===== src/rtl/snake_dir_scheduler_if.sv =====
// ---------------------------------------------------------------------------
// snake_dir_scheduler_if
//
// Groups the key/control inputs and the direction/timing outputs of the
// snake direction scheduler into a single bundle.
//
//   P_up/P_down/P_left/P_right : one-cycle key pulses from the PS/2 decoder
//   pause                      : one-cycle pulse, toggles RUN/PAUSE
//   game_over                  : level, forces IDLE and flushes the queue
//   dir                        : current snake direction (0 up,1 down,2 left,3 right)
//   move_tick                  : one-cycle pulse, movement engine advances
//   running                    : 1 while the scheduler is in RUN
//   q_count                    : direction FIFO occupancy
//   drop                       : one-cycle pulse, legal key lost (FIFO full)
//
// Modports:
//   master : drives keys/pause/game_over, observes the scheduler outputs
//   slave  : the scheduler itself
// ---------------------------------------------------------------------------
interface snake_dir_scheduler_if #(
    parameter int QDEPTH = 4
);
    localparam int CW = $clog2(QDEPTH) + 1;

    logic          P_up;
    logic          P_down;
    logic          P_left;
    logic          P_right;
    logic          pause;
    logic          game_over;
    logic [1:0]    dir;
    logic          move_tick;
    logic          running;
    logic [CW-1:0] q_count;
    logic          drop;

    modport master (
        output P_up, P_down, P_left, P_right, pause, game_over,
        input  dir, move_tick, running, q_count, drop
    );

    modport slave (
        input  P_up, P_down, P_left, P_right, pause, game_over,
        output dir, move_tick, running, q_count, drop
    );
endinterface


===== src/rtl/snake_dir_scheduler.sv =====
// ---------------------------------------------------------------------------
// snake_dir_scheduler
//
// Sits between the PS/2 key decoder and the snake movement engine. Key
// pulses are filtered against the most recent direction (reversals and
// repeats are ignored), legal turns are buffered in a small FIFO, and at
// most one buffered turn is applied per move tick. The module also owns
// the move-tick timebase and an IDLE/RUN/PAUSE sequencer.
//
// Ports:
//   clk  : system clock
//   rst  : synchronous, active-high reset
//   bus  : snake_dir_scheduler_if.slave
//          inputs  P_up, P_down, P_left, P_right, pause, game_over
//          outputs dir, move_tick, running, q_count, drop
//
// Parameters:
//   TICK_DIV  : clk cycles per move tick (>= 2)
//   QDEPTH    : direction FIFO depth (power of 2, >= 2)
//   START_DIR : direction loaded on reset / game_over
// ---------------------------------------------------------------------------
module snake_dir_scheduler #(
    parameter int         TICK_DIV  = 5000000,
    parameter int         QDEPTH    = 4,
    parameter logic [1:0] START_DIR = 2'd3
) (
    input  logic                 clk,
    input  logic                 rst,
    snake_dir_scheduler_if.slave bus
);
    localparam int AW    = $clog2(QDEPTH);
    localparam int CW    = AW + 1;
    localparam int CNT_W = (TICK_DIV > 1) ? $clog2(TICK_DIV) : 1;
    localparam logic [CNT_W-1:0] CNT_LAST = CNT_W'(TICK_DIV - 1);
    localparam logic [CW-1:0]    CNT_FULL = CW'(QDEPTH);

    typedef enum logic [1:0] {
        IDLE  = 2'd0,
        RUN   = 2'd1,
        PAUSE = 2'd2
    } state_t;

    state_t state_q, state_d;

    logic [CNT_W-1:0] cnt_q;
    logic [AW-1:0]    wr_ptr_q;
    logic [AW-1:0]    rd_ptr_q;
    logic [CW-1:0]    count_q;
    logic [1:0]       dir_q;
    logic             move_tick_q;
    logic             drop_q;
    logic             running_q;

    // Direction storage; pointers/occupancy are the only state needing reset.
    logic [1:0] mem [QDEPTH];

    logic       key_vld;
    logic [1:0] key;
    logic [1:0] ref_dir;
    logic [AW-1:0] tail_ptr;
    logic       legal;
    logic       full;
    logic       push;
    logic       drop_nxt;
    logic       count_en;
    logic       tick;
    logic       pop;

    // Key decode, legality filter and FIFO/timebase control.
    always_comb begin
        key_vld  = bus.P_up | bus.P_down | bus.P_left | bus.P_right;
        key      = 2'd3;
        if (bus.P_up)
            key = 2'd0;
        else if (bus.P_down)
            key = 2'd1;
        else if (bus.P_left)
            key = 2'd2;

        // Compare against the newest queued turn so a burst of keys chains
        // naturally; with an empty queue the live direction is the reference.
        tail_ptr = wr_ptr_q - AW'(1);
        ref_dir  = (count_q != '0) ? mem[tail_ptr] : dir_q;

        // Opposite directions share bit 1 and differ in bit 0.
        legal = key_vld && (key != ref_dir) &&
                !((key[1] == ref_dir[1]) && (key[0] != ref_dir[0]));

        full     = (count_q == CNT_FULL);
        push     = legal && !bus.game_over && !full;
        drop_nxt = legal && !bus.game_over && full;

        // The counter advances in RUN, and also on the very cycle PAUSE is
        // released, so resume continues from the frozen value without a gap.
        // A pause pulse in RUN freezes the counter on that same cycle.
        count_en = !bus.game_over &&
                   (((state_q == RUN) && !bus.pause) ||
                    ((state_q == PAUSE) && bus.pause));
        tick     = count_en && (cnt_q == CNT_LAST);
        pop      = tick && (count_q != '0);
    end

    // Sequencer next-state.
    always_comb begin
        state_d = state_q;
        if (bus.game_over) begin
            state_d = IDLE;
        end else begin
            unique case (state_q)
                IDLE:    if (legal)     state_d = RUN;
                RUN:     if (bus.pause) state_d = PAUSE;
                PAUSE:   if (bus.pause) state_d = RUN;
                default:                state_d = IDLE;
            endcase
        end
    end

    // Control state register.
    always_ff @(posedge clk) begin
        if (rst) begin
            state_q     <= IDLE;
            cnt_q       <= '0;
            wr_ptr_q    <= '0;
            rd_ptr_q    <= '0;
            count_q     <= '0;
            dir_q       <= START_DIR;
            move_tick_q <= 1'b0;
            drop_q      <= 1'b0;
            running_q   <= 1'b0;
        end else begin
            state_q     <= state_d;
            running_q   <= (state_d == RUN);
            move_tick_q <= tick;
            drop_q      <= drop_nxt;

            if (bus.game_over) begin
                cnt_q    <= '0;
                wr_ptr_q <= '0;
                rd_ptr_q <= '0;
                count_q  <= '0;
                dir_q    <= START_DIR;
            end else begin
                if (state_q == IDLE || tick)
                    cnt_q <= '0;
                else if (count_en)
                    cnt_q <= cnt_q + CNT_W'(1);

                if (push)
                    wr_ptr_q <= wr_ptr_q + AW'(1);
                if (pop) begin
                    rd_ptr_q <= rd_ptr_q + AW'(1);
                    dir_q    <= mem[rd_ptr_q];
                end

                // Simultaneous push and pop leaves occupancy unchanged.
                unique case ({push, pop})
                    2'b10:   count_q <= count_q + CW'(1);
                    2'b01:   count_q <= count_q - CW'(1);
                    default: count_q <= count_q;
                endcase
            end
        end
    end

    // Direction storage write port.
    always_ff @(posedge clk) begin
        if (push)
            mem[wr_ptr_q] <= key;
    end

    assign bus.dir       = dir_q;
    assign bus.move_tick = move_tick_q;
    assign bus.running   = running_q;
    assign bus.q_count   = count_q;
    assign bus.drop      = drop_q;

endmodule


===== src/flat_wrapper.sv =====
// flat-port wrapper written by rule: the top's interface ports become plain ports
module snake_dir_scheduler_flat 
#(
    parameter int         TICK_DIV  = 5000000,
    parameter int         QDEPTH    = 4,
    parameter logic [1:0] START_DIR = 2'd3
)
  (clk, rst, bus_P_up, bus_P_down, bus_P_left, bus_P_right, bus_pause, bus_game_over, bus_dir, bus_move_tick, bus_running, bus_q_count, bus_drop);
  snake_dir_scheduler_if #(.QDEPTH(QDEPTH)) bus_i ();
  input  logic clk;
  input  logic rst;
  input wire logic [$bits(bus_i.P_up)-1:0] bus_P_up;
  input wire logic [$bits(bus_i.P_down)-1:0] bus_P_down;
  input wire logic [$bits(bus_i.P_left)-1:0] bus_P_left;
  input wire logic [$bits(bus_i.P_right)-1:0] bus_P_right;
  input wire logic [$bits(bus_i.pause)-1:0] bus_pause;
  input wire logic [$bits(bus_i.game_over)-1:0] bus_game_over;
  output wire logic [$bits(bus_i.dir)-1:0] bus_dir;
  output wire logic [$bits(bus_i.move_tick)-1:0] bus_move_tick;
  output wire logic [$bits(bus_i.running)-1:0] bus_running;
  output wire logic [$bits(bus_i.q_count)-1:0] bus_q_count;
  output wire logic [$bits(bus_i.drop)-1:0] bus_drop;
  assign bus_i.P_up = bus_P_up;
  assign bus_i.P_down = bus_P_down;
  assign bus_i.P_left = bus_P_left;
  assign bus_i.P_right = bus_P_right;
  assign bus_i.pause = bus_pause;
  assign bus_i.game_over = bus_game_over;
  assign bus_dir = bus_i.dir;
  assign bus_move_tick = bus_i.move_tick;
  assign bus_running = bus_i.running;
  assign bus_q_count = bus_i.q_count;
  assign bus_drop = bus_i.drop;
  snake_dir_scheduler #(.TICK_DIV(TICK_DIV), .QDEPTH(QDEPTH), .START_DIR(START_DIR)) u_core (.clk(clk), .rst(rst), .bus(bus_i));
endmodule

===== config.mk =====
export PLATFORM = sky130hd
export DESIGN_NAME = snake_dir_scheduler_flat
export DESIGN_NICKNAME = d
export VERILOG_FILES = /design/src/rtl/snake_dir_scheduler_if.sv /design/src/rtl/snake_dir_scheduler.sv /design/src/flat_wrapper.sv
export SDC_FILE = /design/constraint.sdc
export NUM_CORES = 1
export LEC_CHECK = 0
export ABC_AREA = 0
export BUFFER_PORTS_ARGS = -buffer_cell sky130_fd_sc_hd__buf_4
export CAP_MARGIN = 5
export CORE_ASPECT_RATIO = 0.9
export CORE_MARGIN = 2
export CORE_UTILIZATION = 45
export CTS_CLUSTER_DIAMETER = 30
export DETAILED_ROUTE_END_ITERATION = 8
export HOLD_SLACK_MARGIN = 0.08
export SYNTH_ARGS = -nofsm -noshare
export SYNTH_HDL_FRONTEND = slang
export SYNTH_SLANG_ARGS = --single-unit
export TNS_END_PERCENT = 1

===== constraint.sdc =====
create_clock -name clk -period 2.95 [get_ports clk]
set_input_delay 0.1475 -clock clk [delete_from_list [all_inputs] [get_ports clk]]
set_output_delay 0.1475 -clock clk [all_outputs]
set_load 0.01 [all_outputs]

==> impl_table.tex, run 1 <==
\begin{tabular}{lr}
\hline
Metric & Value \\
\hline
\multicolumn{2}{l}{\textbf{Outcome}} \\
\quad Status & finished, final reports clean \\
\multicolumn{2}{l}{\textbf{Route}} \\
\quad Number of vias after detailed routing & 1,931 \\
\quad Residual DRC count & 0 \\
\quad Detail-routed net length per standard cell & 14.7 um \\
\quad Final antenna-violating net count & 0 \\
\quad 1st-pass router iterations & 4 \\
\quad Final wirelength & 5040 um \\
\quad Per-cell via count in the routed design & 5.65 \\
\quad Starting DRC count in detailed routing & 132 \\
\multicolumn{2}{l}{\textbf{STA}} \\
\quad Final critical-path share of the clock period & 0.952 \\
\quad Final-report hold violation count & 0 \\
\quad Clk\_skew & 0.00736 ns \\
\quad Slew headroom & 0.486 \\
\quad Min Tclk post-route & 2.81 ns \\
\quad Maximum operating frequency & 356 MHz \\
\quad Final setup vio count & 0 \\
\quad Count of final max-slew check failures & 0 \\
\quad Setup repair after global routing missed its margin & no \\
\quad Worst-margin pin slew & 0.761 ns \\
\quad Total Negative Setup Slacks & 0 ns \\
\multicolumn{2}{l}{\textbf{Critical path}} \\
\quad Data required time at the worst endpoint & 3.20 ns \\
\quad Critical Path Fanout Max & 3 \\
\quad Type of the setup path with the least slack & register to register \\
\quad Arrival time at the worst endpoint & 3.06 ns \\
\quad CP endpoint kind & register \\
\quad Setup crit start kind & register \\
\multicolumn{2}{l}{\textbf{Cells and area}} \\
\quad Final layout net count & 291 \\
\quad Commonest non-fill, non-tap cell in the layout & dfxtp\_1 \\
\quad Number of antenna diodes & 0 \\
\quad Layout overhead on the synthesized area & 15.7\% \\
\quad Fraction of layout instances using a drive strength above 1 & 0.188 \\
\quad Top library cells by usage in the layout, fill and taps aside & 35 x dfxtp\_1, 29 x buf\_4, 22 x a21oi\_1, 21 x nor2\_1, 17 x nand2\_1 \\
\quad Utilization after layout & 0.549 \\
\multicolumn{2}{l}{\textbf{Global routing}} \\
\quad Initial antenna violation count & 0 \\
\quad Wire length of the first global-routing pass & 8540 um \\
\quad Remaining global-route overflow & 0 \\
\quad Global-route total usage across every layer & 0.195 \\
\quad Via count of the first global-routing pass & 1,775 \\
\quad Pin count of the biggest net entering global routing & 19 \\
\multicolumn{2}{l}{\textbf{Floorplanning}} \\
\quad Total Die Area & 0.00575 mm2 \\
\quad \# rows & 24 \\
\quad Effective utilization at floorplan & 0.474 \\
\quad Overall die height & 72.1 um \\
\quad Core region area & 0.00489 mm2 \\
\quad Die Span X & 79.7 um \\
\quad IO Pins & 16 \\
\multicolumn{2}{l}{\textbf{Synthesis}} \\
\quad Number of flops mapped to enable cells by yosys & 8 \\
\quad XOR/XNOR share of the synthesized area & 0.0302 \\
\quad Post-synthesis net count & 267 \\
\quad Number of warnings reported in the yosys synthesis log & 0 \\
\quad Main synth FF type & dfxtp\_1 \\
\quad Share of synthesized flip-flops with an asynchronous set or reset & 0 \\
\quad Post-synthesis cell type count & 47 \\
\quad Synthesized area divided by synthesized cell count & 9.21 um2 \\
\quad Adder-cell area share of the yosys netlist & 0.0410 \\
\quad Combinational family with the most area after synthesis & simple AND/OR/NAND/NOR gates \\
\quad Seq cells post-synth & 45 \\
\quad Fraction of the yosys area taken by sequential cells & 0.423 \\
\quad Cell Area, Synth & 0.00232 mm2 \\
\quad Fraction of the mapped netlist area in compound gates & 0.151 \\
\quad Mux contribution to synthesized area & 0.0593 \\
\quad Post-synthesis instance total & 252 \\
\quad Area fraction in and, or, nand and nor cells after synthesis & 0.253 \\
\multicolumn{2}{l}{\textbf{Power}} \\
\quad Lkg Pwr & 0.904 nW \\
\quad Pwr dens & 406 mW/mm2 \\
\quad Worst supply voltage drop on vdd & 286 uV \\
\multicolumn{2}{l}{\textbf{CTS}} \\
\quad Clock tree from TritonCTS & done \\
\quad CTS clock-pin slew for the worst setup and hold paths & 0.09 ns \\
\quad CTS Root Cell & clkbuf\_8 \\
\quad Clock Latency Late Sink & 0.31 ns \\
\quad Buffers inserted during post-CTS setup optimization & 0 \\
\quad Number of buffers inserted during clock tree synthesis & 5 \\
\quad Clock tree sinks & 45 \\
\quad Maximum clock path buffer count & 2 \\
\quad CTS H-Tree Depth & 2 \\
\multicolumn{2}{l}{\textbf{Placed design}} \\
\quad HPWL Detailed & 3690 um \\
\quad Routability congestion estimate & 0.841 \\
\quad Number of I/O port buffers & 15 \\
\multicolumn{2}{l}{\textbf{Worst hold path}} \\
\quad Path category of the worst min-delay check & primary input to register \\
\multicolumn{2}{l}{\textbf{Run}} \\
\quad \# Max-Cap Violations & 0 \\
\hline
\end{tabular}
-- Yosys cell counts (all sizes together), types with 7 or more instances --
master,instances,share of area
nor2,21,0.034
or4,11,0.037
and2,7,0.019
edfxtp,8,0.10
or3,11,0.030
a21oi,22,0.047
inv,11,0.018
mux2i,7,0.030
dfxtp,37,0.32
o31ai,11,0.036
nand2,17,0.027
nand3,9,0.019
o21ai,8,0.017
clkbuf,9,0.015
-- area by class of cell --
type                            instances  area, um2
Clock buffer                            5       68.8
Clock inverter                          3       12.5
Fill cell                             436       2210
Inverter                               11       41.3
Multi-Input combinational cell        183       1270
Sequential cell                        45        983
Tap cell                               65       81.3
Timing Repair Buffer                   30        228
-- worst max-delay path, stage by stage (launching register included) --
cell	delay (ns)
dfxtp_1	0.35
ha_1	0.17
and3b_1	0.20
o211ai_1	0.13
or4_4	0.59
inv_2	0.10
ha_2	0.19
inv_1	0.05
fa_1	0.36
xor2_1	0.16
or3_1	0.31
a21oi_1	0.14
-- power breakdown --
part	switching (W)	internal (W)	leakage (nW)
logic	0.0000457	0.0000370	0.487
registers	0.00000496	0.000631	0.374
clock network	0.000213	0.000160	0.0430
total	0.000263	0.000828	0.904
-- worst paths after layout --
kind                      startpoint               endpoint  slack [ns]  depth (start not counted)
setup / recovery     u_core.cnt_q[1]  u_core.bus.q_count[2]        0.14                         11
hold / removal             bus_pause      u_core.state_q[0]        0.10                          2
hold reg to reg   u_core.wr_ptr_q[1]     u_core.wr_ptr_q[1]        0.49                          2
setup reg to reg     u_core.cnt_q[1]  u_core.bus.q_count[2]        0.14                         11
-- registers in the layout (all words and copies together) (netlist names) --
signal and cells:
u_core.rd_ptr_q 2, u_core.cnt_q 23, u_core.state_q 2, u_core.mem 8, u_core.bus.q_count 3, u_core.wr_ptr_q 2, u_core.bus.drop 1, u_core.bus.dir 2
u_core.bus.running 1, u_core.bus.move_tick 1
-- per-stage QoR --
stage                     hold slack (ns)  instances  power, W  setup slack [ns]  instance area, um2
final                               0.104        342   0.00109             0.142                2690
after global placement              0.366        333  0.000729            0.0998                2570
after CTS                          0.0936        342   0.00110            0.0679                2670
after floorplan                     0.226        252  0.000699             0.101                2320
after global routing                0.117        342   0.00113           0.00207                2690
after detailed placement            0.365        333  0.000728            0.0181                2570
-- logic make-up (layout without fill, tap and decap cells) --
| group | count (synthesis) | in the layout |
|---|---|---|
| flip-flops | 45 | 45 |
| multiplexers | 10 | 10 |
| XOR/XNOR | 8 | 8 |
| buffers and inverters | 24 | 49 |
| adder cells (fa/ha/maj) | 7 | 7 |
| AND/OR/NAND/NOR | 103 | 103 |
| AO/OA/AOI/OAI | 55 | 55 |
-- per-layer routing --
layer | part of all wire | vias up | GRT usage
li1 | - | 988 | -
met1 | 0.53 | 915 | 0.289
met2 | 0.42 | 20 | 0.280
met3 | 0.028 | 8 | 0.0386
met4 | 0.015 | 0 | 0.0766
met5 | 0 | - | 0
-- repair_timing --
action                     4_1_cts  5_1_grt
gates resized for setup          1        6
hold buffers                     1        0
cloned                           0        0
hold endpoints to repair         1        0
setup endpoints to repair        1        1
Power figures use the tool's default switching activity.
==> run 2: changes to the inputs <==
Settings changed: MAX_ROUTING_LAYER from default to met4.
==> run 2 against run 1 <==
  * Hold slack better by 0.00079 ns
  * Maximum frequency hardly changed
  * Power is 0.20% lower
  * Sequential power about the same
  * Combinational power barely moved
  * Global-route usage increased by 0.59 points
  * Clock-buffer cell count is the same
  * Critical path type unchanged
==> impl_table.tex, run 2 (same netlist as run 1, synthesis figures left out) <==
\begin{tabular}{lr}
\hline
Metric & Value \\
\hline
\multicolumn{2}{l}{\textbf{Outcome}} \\
\quad Status & finished, final reports clean \\
\multicolumn{2}{l}{\textbf{Critical path}} \\
\quad Data required time at the worst endpoint & 3.20 ns (about the same) \\
\quad Setup crit start kind & register \\
\quad Cells traversed along the worst timing path & ha\_1 -> and3b\_1 -> o211ai\_1 -> or4\_4 -> inv\_2 -> ha\_2 -> inv\_1 -> fa\_1 -> xor2\_1 -> or3\_1 -> a21oi\_1 \\
\quad Arrival time at the worst endpoint & 3.05 ns (about the same) \\
\quad Stage delay of the slowest cell on the critical path & 0.59 ns (about the same) \\
\quad Type of the setup path with the least slack & register to register \\
\quad Critical Path Fanout Max & 3 (unchanged) \\
\quad Register-to-register path setup slack & 0.14 ns (about the same) \\
\quad CP endpoint kind & register \\
\quad Critical-path top delay cell & or4\_4 \\
\multicolumn{2}{l}{\textbf{STA}} \\
\quad Total Negative Setup Slacks & 0 ns (unchanged) \\
\quad Final-report hold violation count & 0 (unchanged) \\
\quad Hold\_ws & 0.105 ns (+0.000794 ns) \\
\quad Min Tclk post-route & 2.81 ns (-0.000316 ns) \\
\quad Final setup vio count & 0 (unchanged) \\
\quad Slew headroom & 0.507 (+0.0216) \\
\quad Count of final max-slew check failures & 0 (unchanged) \\
\quad Maximum operating frequency & 356 MHz (about the same) \\
\quad Clk\_skew & 0.00774 ns (+0.000378 ns) \\
\quad Setup repair after global routing missed its margin & no \\
\quad Final critical-path share of the clock period & 0.952 (about the same) \\
\quad Worst-margin pin slew & 0.729 ns (-0.0320 ns) \\
\multicolumn{2}{l}{\textbf{Route}} \\
\quad 1st-pass router iterations & 4 (unchanged) \\
\quad Starting DRC count in detailed routing & 116 (-12\%) \\
\quad Number of vias after detailed routing & 1,938 (+0.36\%) \\
\quad Per-cell via count in the routed design & 5.67 (+0.36\%) \\
\quad Final antenna-violating net count & 0 (unchanged) \\
\quad Final wirelength & 5030 um (-0.18\%) \\
\quad Detail-routed net length per standard cell & 14.7 um (-0.18\%) \\
\quad Residual DRC count & 0 (unchanged) \\
\multicolumn{2}{l}{\textbf{CTS}} \\
\quad CTS H-Tree Depth & 2 (unchanged) \\
\quad CTS clock-pin slew for the worst setup and hold paths & 0.09 ns (about the same) \\
\quad Buffers inserted during post-CTS setup optimization & 0 (unchanged) \\
\quad Clock tree from TritonCTS & done \\
\quad CTS Root Cell & clkbuf\_8 \\
\quad Clock Latency Late Sink & 0.31 ns (about the same) \\
\quad Clock tree sinks & 45 (unchanged) \\
\quad Maximum clock path buffer count & 2 (unchanged) \\
\quad Number of buffers inserted during clock tree synthesis & 5 (unchanged) \\
\multicolumn{2}{l}{\textbf{Power}} \\
\quad Reported net switching power & 0.000261 W (-0.79\%) \\
\quad Lkg Pwr & 0.904 nW (unchanged) \\
\quad Worst supply voltage drop on vdd & 286 uV (about the same) \\
\quad Clk network pwr share & 0.340 (about the same) \\
\quad Internal power & 0.000828 W (about the same) \\
\quad Pwr dens & 406 mW/mm2 (-0.20\%) \\
\quad Share of total power in combinational logic & 0.076 (about the same) \\
\quad Sw frac & 0.240 (-0.00144) \\
\quad Sequential group share of total power & 0.584 (about the same) \\
\multicolumn{2}{l}{\textbf{Cells and area}} \\
\quad Layout overhead on the synthesized area & 15.7\% (unchanged) \\
\quad Number of antenna diodes & 0 (unchanged) \\
\quad Top library cells by usage in the layout, fill and taps aside & 35 x dfxtp\_1, 29 x buf\_4, 22 x a21oi\_1, 21 x nor2\_1, 17 x nand2\_1 \\
\quad Fraction of layout instances using a drive strength above 1 & 0.188 (unchanged) \\
\quad Commonest non-fill, non-tap cell in the layout & dfxtp\_1 \\
\quad Final layout net count & 291 (unchanged) \\
\quad Flip-flop count of the largest register, all copies and words added & 23 (unchanged) \\
\quad Register with the most flip-flops & u\_core.cnt\_q \\
\multicolumn{2}{l}{\textbf{Global routing}} \\
\quad Wire length of the first global-routing pass & 8540 um (about the same) \\
\quad Via count of the first global-routing pass & 1,771 (-0.23\%) \\
\quad Met1 track demand over resource & 0.289 (unchanged) \\
\quad Remaining global-route overflow & 0 (unchanged) \\
\quad Pin count of the biggest net entering global routing & 19 (unchanged) \\
\quad Initial antenna violation count & 0 (unchanged) \\
\quad Global-route total usage across every layer & 0.201 (+0.00588) \\
\quad Met3 track utilization from global routing & 0.0386 (unchanged) \\
\quad Routing usage on met2 & 0.280 (unchanged) \\
\quad GR peak layer & met1 \\
\multicolumn{2}{l}{\textbf{Floorplanning}} \\
\quad Total Die Area & 0.00575 mm2 (unchanged) \\
\quad Die Span X & 79.7 um (unchanged) \\
\quad IO Pins & 16 (unchanged) \\
\quad Effective utilization at floorplan & 0.474 (unchanged) \\
\quad Overall die height & 72.1 um (unchanged) \\
\quad \# rows & 24 (unchanged) \\
\quad Core region area & 0.00489 mm2 (unchanged) \\
\multicolumn{2}{l}{\textbf{Placed design}} \\
\quad Routability congestion estimate & 0.855 (+1.6\%) \\
\quad Number of I/O port buffers & 15 (unchanged) \\
\quad HPWL Detailed & 3690 um (unchanged) \\
\multicolumn{2}{l}{\textbf{Worst hold path}} \\
\quad Path category of the worst min-delay check & primary input to register \\
\multicolumn{2}{l}{\textbf{Run}} \\
\quad \# Max-Cap Violations & 0 (unchanged) \\
\hline
\end{tabular}
-- run 2: cell counts in the layout (fill, tap and decap cells not counted) --
No cell type changed its count.
-- run 2: cell type report --
class                   count  area [um2]
multi-input cells         183        1270
repair buffers             30         228
clock inverters             3        12.5
clock buffers               5        68.8
well taps                  65        81.3
inverters                  11        41.3
fillers                   436        2210
flip-flops and latches     45         983
-- run 2: final timing paths --
kind	startpoint	to	cells after the start
max	u_core.cnt_q[1]	u_core.bus.q_count[2]	11
min	bus_pause	u_core.state_q[0]	2
max reg2reg	u_core.cnt_q[1]	u_core.bus.q_count[2]	11
min reg2reg	u_core.wr_ptr_q[1]	u_core.wr_ptr_q[1]	2
-- run 2: timing repair --
action / in CTS / in global routing
pin swaps: 0 / 0
hold endpoints to repair: 1 / 0
gates resized for setup: 1 / 6
setup endpoints to repair: 1 / 1
hold buffers: 1 / 0
-- run 2: power groups by stage --
stage	clock network [W]	logic (W)	registers, W
after floorplan	0	0.0000486	0.000650
after global placement	0	0.0000784	0.000651
after detailed placement	0	0.0000778	0.000651
after CTS	0.000383	0.0000803	0.000636
after global routing	0.000401	0.0000926	0.000637
final	0.000371	0.0000827	0.000636
-- run 2: routing by layer --
metal  part of all wire  vias up
met2               0.44       18
met4              0.013        0
met1               0.52      924
met5                  0        -
met3              0.027        7
li1                   -      989
-- run 2: worst max-delay path: cells and delay by family, from the launching register on --
kind                     cells  cell delay [ns]
AO/OA/AOI/OAI                2             0.27
XOR/XNOR                     1             0.16
adder cells (fa/ha/maj)      3             0.72
buffers and inverters        2             0.15
flip-flops                   1             0.35
AND/OR/NAND/NOR              3             1.10
-- run 2: per-stage QoR --
stage / util / total power (W) / instance area, um2 / cells / worst slack [ns]
after global placement: 0.525 / 0.000729 / 2570 / 333 / 0.0998
after floorplan: - / 0.000699 / 2320 / 252 / 0.101
final: 0.549 / 0.00109 / 2690 / 342 / 0.143
after detailed placement: 0.525 / 0.000728 / 2570 / 333 / 0.0181
after global routing: 0.549 / 0.00113 / 2690 / 342 / 0.00207
after CTS: 0.544 / 0.00110 / 2670 / 342 / 0.0679
==> run 3: changes to the inputs <==
Settings changed: RECOVER_POWER from default to 100.
==> run 3 against run 2 <==
  * Final area is 2.3% lower
  * Power fell by 0.65%
  * Worst setup slack improved by 0.0071 ns
  * Maximum frequency is 0.25% higher
  * Die area unchanged
  * Largest cell class unchanged
  * Sequential power barely moved
  * Largest power group unchanged
==> impl_table.tex, run 3 (same netlist as run 1, synthesis figures left out) <==
\begin{tabular}{lr}
\hline
Metric & Value \\
\hline
\multicolumn{2}{l}{\textbf{Placed design}} \\
\quad Number of I/O port buffers & 15 (unchanged) \\
\quad Routability congestion estimate & 0.855 (unchanged) \\
\quad HPWL Detailed & 3690 um (unchanged) \\
\multicolumn{2}{l}{\textbf{Global routing}} \\
\quad Pin count of the biggest net entering global routing & 19 (unchanged) \\
\quad Global-route total usage across every layer & 0.201 (unchanged) \\
\quad Wire length of the first global-routing pass & 8540 um (unchanged) \\
\quad Remaining global-route overflow & 0 (unchanged) \\
\quad Via count of the first global-routing pass & 1,771 (unchanged) \\
\quad Initial antenna violation count & 0 (unchanged) \\
\multicolumn{2}{l}{\textbf{Power}} \\
\quad Total power after layout & 0.00108 W (-0.65\%) \\
\quad Pwr dens & 412 mW/mm2 (+1.7\%) \\
\quad Lkg Pwr & 0.851 nW (-5.8\%) \\
\quad Worst supply voltage drop on vdd & 286 uV (+0.32\%) \\
\multicolumn{2}{l}{\textbf{Cells and area}} \\
\quad Commonest non-fill, non-tap cell in the layout & dfxtp\_1 \\
\quad Number of antenna diodes & 0 (unchanged) \\
\quad Register with the most flip-flops & u\_core.cnt\_q \\
\quad Top library cells by usage in the layout, fill and taps aside & 35 x dfxtp\_1, 22 x a21oi\_1, 21 x nor2\_1, 17 x nand2\_1, 14 x buf\_4 \\
\quad Layout overhead on the synthesized area & 13.1\% \\
\quad Final layout net count & 291 (unchanged) \\
\quad Fraction of layout instances using a drive strength above 1 & 0.134 (-0.0542) \\
\quad Flip-flop count of the largest register, all copies and words added & 23 (unchanged) \\
\quad Utilization after layout & 0.536 (-0.0125) \\
\multicolumn{2}{l}{\textbf{CTS}} \\
\quad Maximum clock path buffer count & 2 (unchanged) \\
\quad Buffers inserted during post-CTS setup optimization & 0 (unchanged) \\
\quad Number of buffers inserted during clock tree synthesis & 5 (unchanged) \\
\quad Clock tree from TritonCTS & done \\
\quad CTS H-Tree Depth & 2 (unchanged) \\
\quad CTS Root Cell & clkbuf\_8 \\
\quad CTS clock-pin slew for the worst setup and hold paths & 0.08 ns (about the same) \\
\quad Clock tree sinks & 45 (unchanged) \\
\quad Clock Latency Late Sink & 0.30 ns (about the same) \\
\multicolumn{2}{l}{\textbf{Critical path}} \\
\quad Cells traversed along the worst timing path & ha\_1 -> and3b\_1 -> o211ai\_1 -> or4\_4 -> inv\_2 -> ha\_2 -> inv\_1 -> fa\_1 -> xor2\_1 -> or3\_1 -> a21oi\_1 \\
\quad CP endpoint kind & register \\
\quad Stage delay of the slowest cell on the critical path & 0.59 ns (about the same) \\
\quad Setup crit start kind & register \\
\quad Data required time at the worst endpoint & 3.19 ns (about the same) \\
\quad Arrival time at the worst endpoint & 3.04 ns (about the same) \\
\quad Critical-path top delay cell & or4\_4 \\
\quad Type of the setup path with the least slack & register to register \\
\quad Critical Path Fanout Max & 3 (unchanged) \\
\multicolumn{2}{l}{\textbf{Route}} \\
\quad Final wirelength & 5000 um (-0.62\%) \\
\quad Final antenna-violating net count & 0 (unchanged) \\
\quad 1st-pass router iterations & 4 (unchanged) \\
\quad Detail-routed net length per standard cell & 14.6 um (-0.62\%) \\
\quad Per-cell via count in the routed design & 5.63 (-0.72\%) \\
\quad Starting DRC count in detailed routing & 119 (+2.6\%) \\
\quad Residual DRC count & 0 (unchanged) \\
\quad Number of vias after detailed routing & 1,924 (-0.72\%) \\
\multicolumn{2}{l}{\textbf{Floorplanning}} \\
\quad Die Span X & 79.7 um (unchanged) \\
\quad IO Pins & 16 (unchanged) \\
\quad \# rows & 24 (unchanged) \\
\quad Effective utilization at floorplan & 0.474 (unchanged) \\
\quad Total Die Area & 0.00575 mm2 (unchanged) \\
\quad Core region area & 0.00489 mm2 (unchanged) \\
\quad Overall die height & 72.1 um (unchanged) \\
\multicolumn{2}{l}{\textbf{Worst hold path}} \\
\quad Path category of the worst min-delay check & primary input to register \\
\multicolumn{2}{l}{\textbf{Run}} \\
\quad \# Max-Cap Violations & 0 (unchanged) \\
\multicolumn{2}{l}{\textbf{STA}} \\
\quad Final setup vio count & 0 (unchanged) \\
\quad Min Tclk post-route & 2.80 ns (-0.00708 ns) \\
\quad Clk\_skew & 0.00597 ns (-0.00177 ns) \\
\quad Slew headroom & 0.386 (-0.121) \\
\quad Maximum operating frequency & 357 MHz (+0.25\%) \\
\quad Worst-margin pin slew & 0.913 ns (+0.184 ns) \\
\quad Setup repair after global routing missed its margin & no \\
\quad Count of final max-slew check failures & 0 (unchanged) \\
\quad Final critical-path share of the clock period & 0.949 (-0.00240) \\
\quad Final-report hold violation count & 0 (unchanged) \\
\quad Total Negative Setup Slacks & 0 ns (unchanged) \\
\multicolumn{2}{l}{\textbf{Outcome}} \\
\quad Status & finished, final reports clean \\
\hline
\end{tabular}
[run 3: cell types whose count changed in the layout (fill, tap and decap cells not counted)]
cell / before / now
and2_0: 0 / 4
and2_1: 7 / 3
buf_4: 29 / 14
clkbuf_1: 0 / 12
clkbuf_2: 0 / 1
clkbuf_4: 0 / 2
nor4_1: 3 / 4
nor4_2: 1 / 0
o31ai_1: 10 / 11
o31ai_2: 1 / 0
or3b_1: 0 / 1
or3b_4: 1 / 0
[run 3: layout make-up]
class,instances,area [um2]
fillers,453,2270
multi-input cells,183,1260
flip-flops and latches,45,983
repair buffers,30,180
well taps,65,81.3
clock buffers,5,68.8
inverters,11,41.3
clock inverters,3,12.5
[run 3: critical path: cells and delay by family (launching register included)]
kind,cells,cell delay [ns]
AO/OA/AOI/OAI,2,0.27
XOR/XNOR,1,0.16
adder cells (fa/ha/maj),3,0.72
buffers and inverters,2,0.15
flip-flops,1,0.35
AND/OR/NAND/NOR,3,1.10
[run 3: final timing paths]
check / slack (ns) / cells after the start / end / startpoint
worst max-delay path: 0.15 / 11 / u_core.bus.q_count[2] / u_core.cnt_q[1]
worst min-delay path: 0.11 / 2 / u_core.state_q[0] / bus_pause
worst max register to register: 0.15 / 11 / u_core.bus.q_count[2] / u_core.cnt_q[1]
worst min register to register: 0.49 / 2 / u_core.cnt_q[22] / u_core.cnt_q[22]
[run 3: layer usage]
metal	routed length [um]	GRT usage	share of wire
met3	198	0.0386	0.040
met2	2090	0.280	0.42
met5	0	-	0
met1	2630	0.289	0.53
met4	80	0.0766	0.016
[run 3: metrics by stage]
step                      hold WS, ns  instance area (um2)  cells  setup WS, ns
after floorplan                 0.226                 2320    252         0.101
after global routing            0.115                 2630    342       0.00572
final                           0.105                 2630    342         0.150
after global placement          0.366                 2570    333        0.0998
after detailed placement        0.365                 2570    333        0.0181
after CTS                      0.0936                 2670    342        0.0679
[run 3: power by group]
part	internal [W]	switching (W)
Sequential	0.000631	0.00000491
Clock	0.000160	0.000209
Combinational	0.0000321	0.0000455
[run 3: what timing repair did]
action,in CTS,in global routing
hold buffers,1,0
setup endpoints to repair,1,1
hold endpoints to repair,1,0
resized for setup,1,6
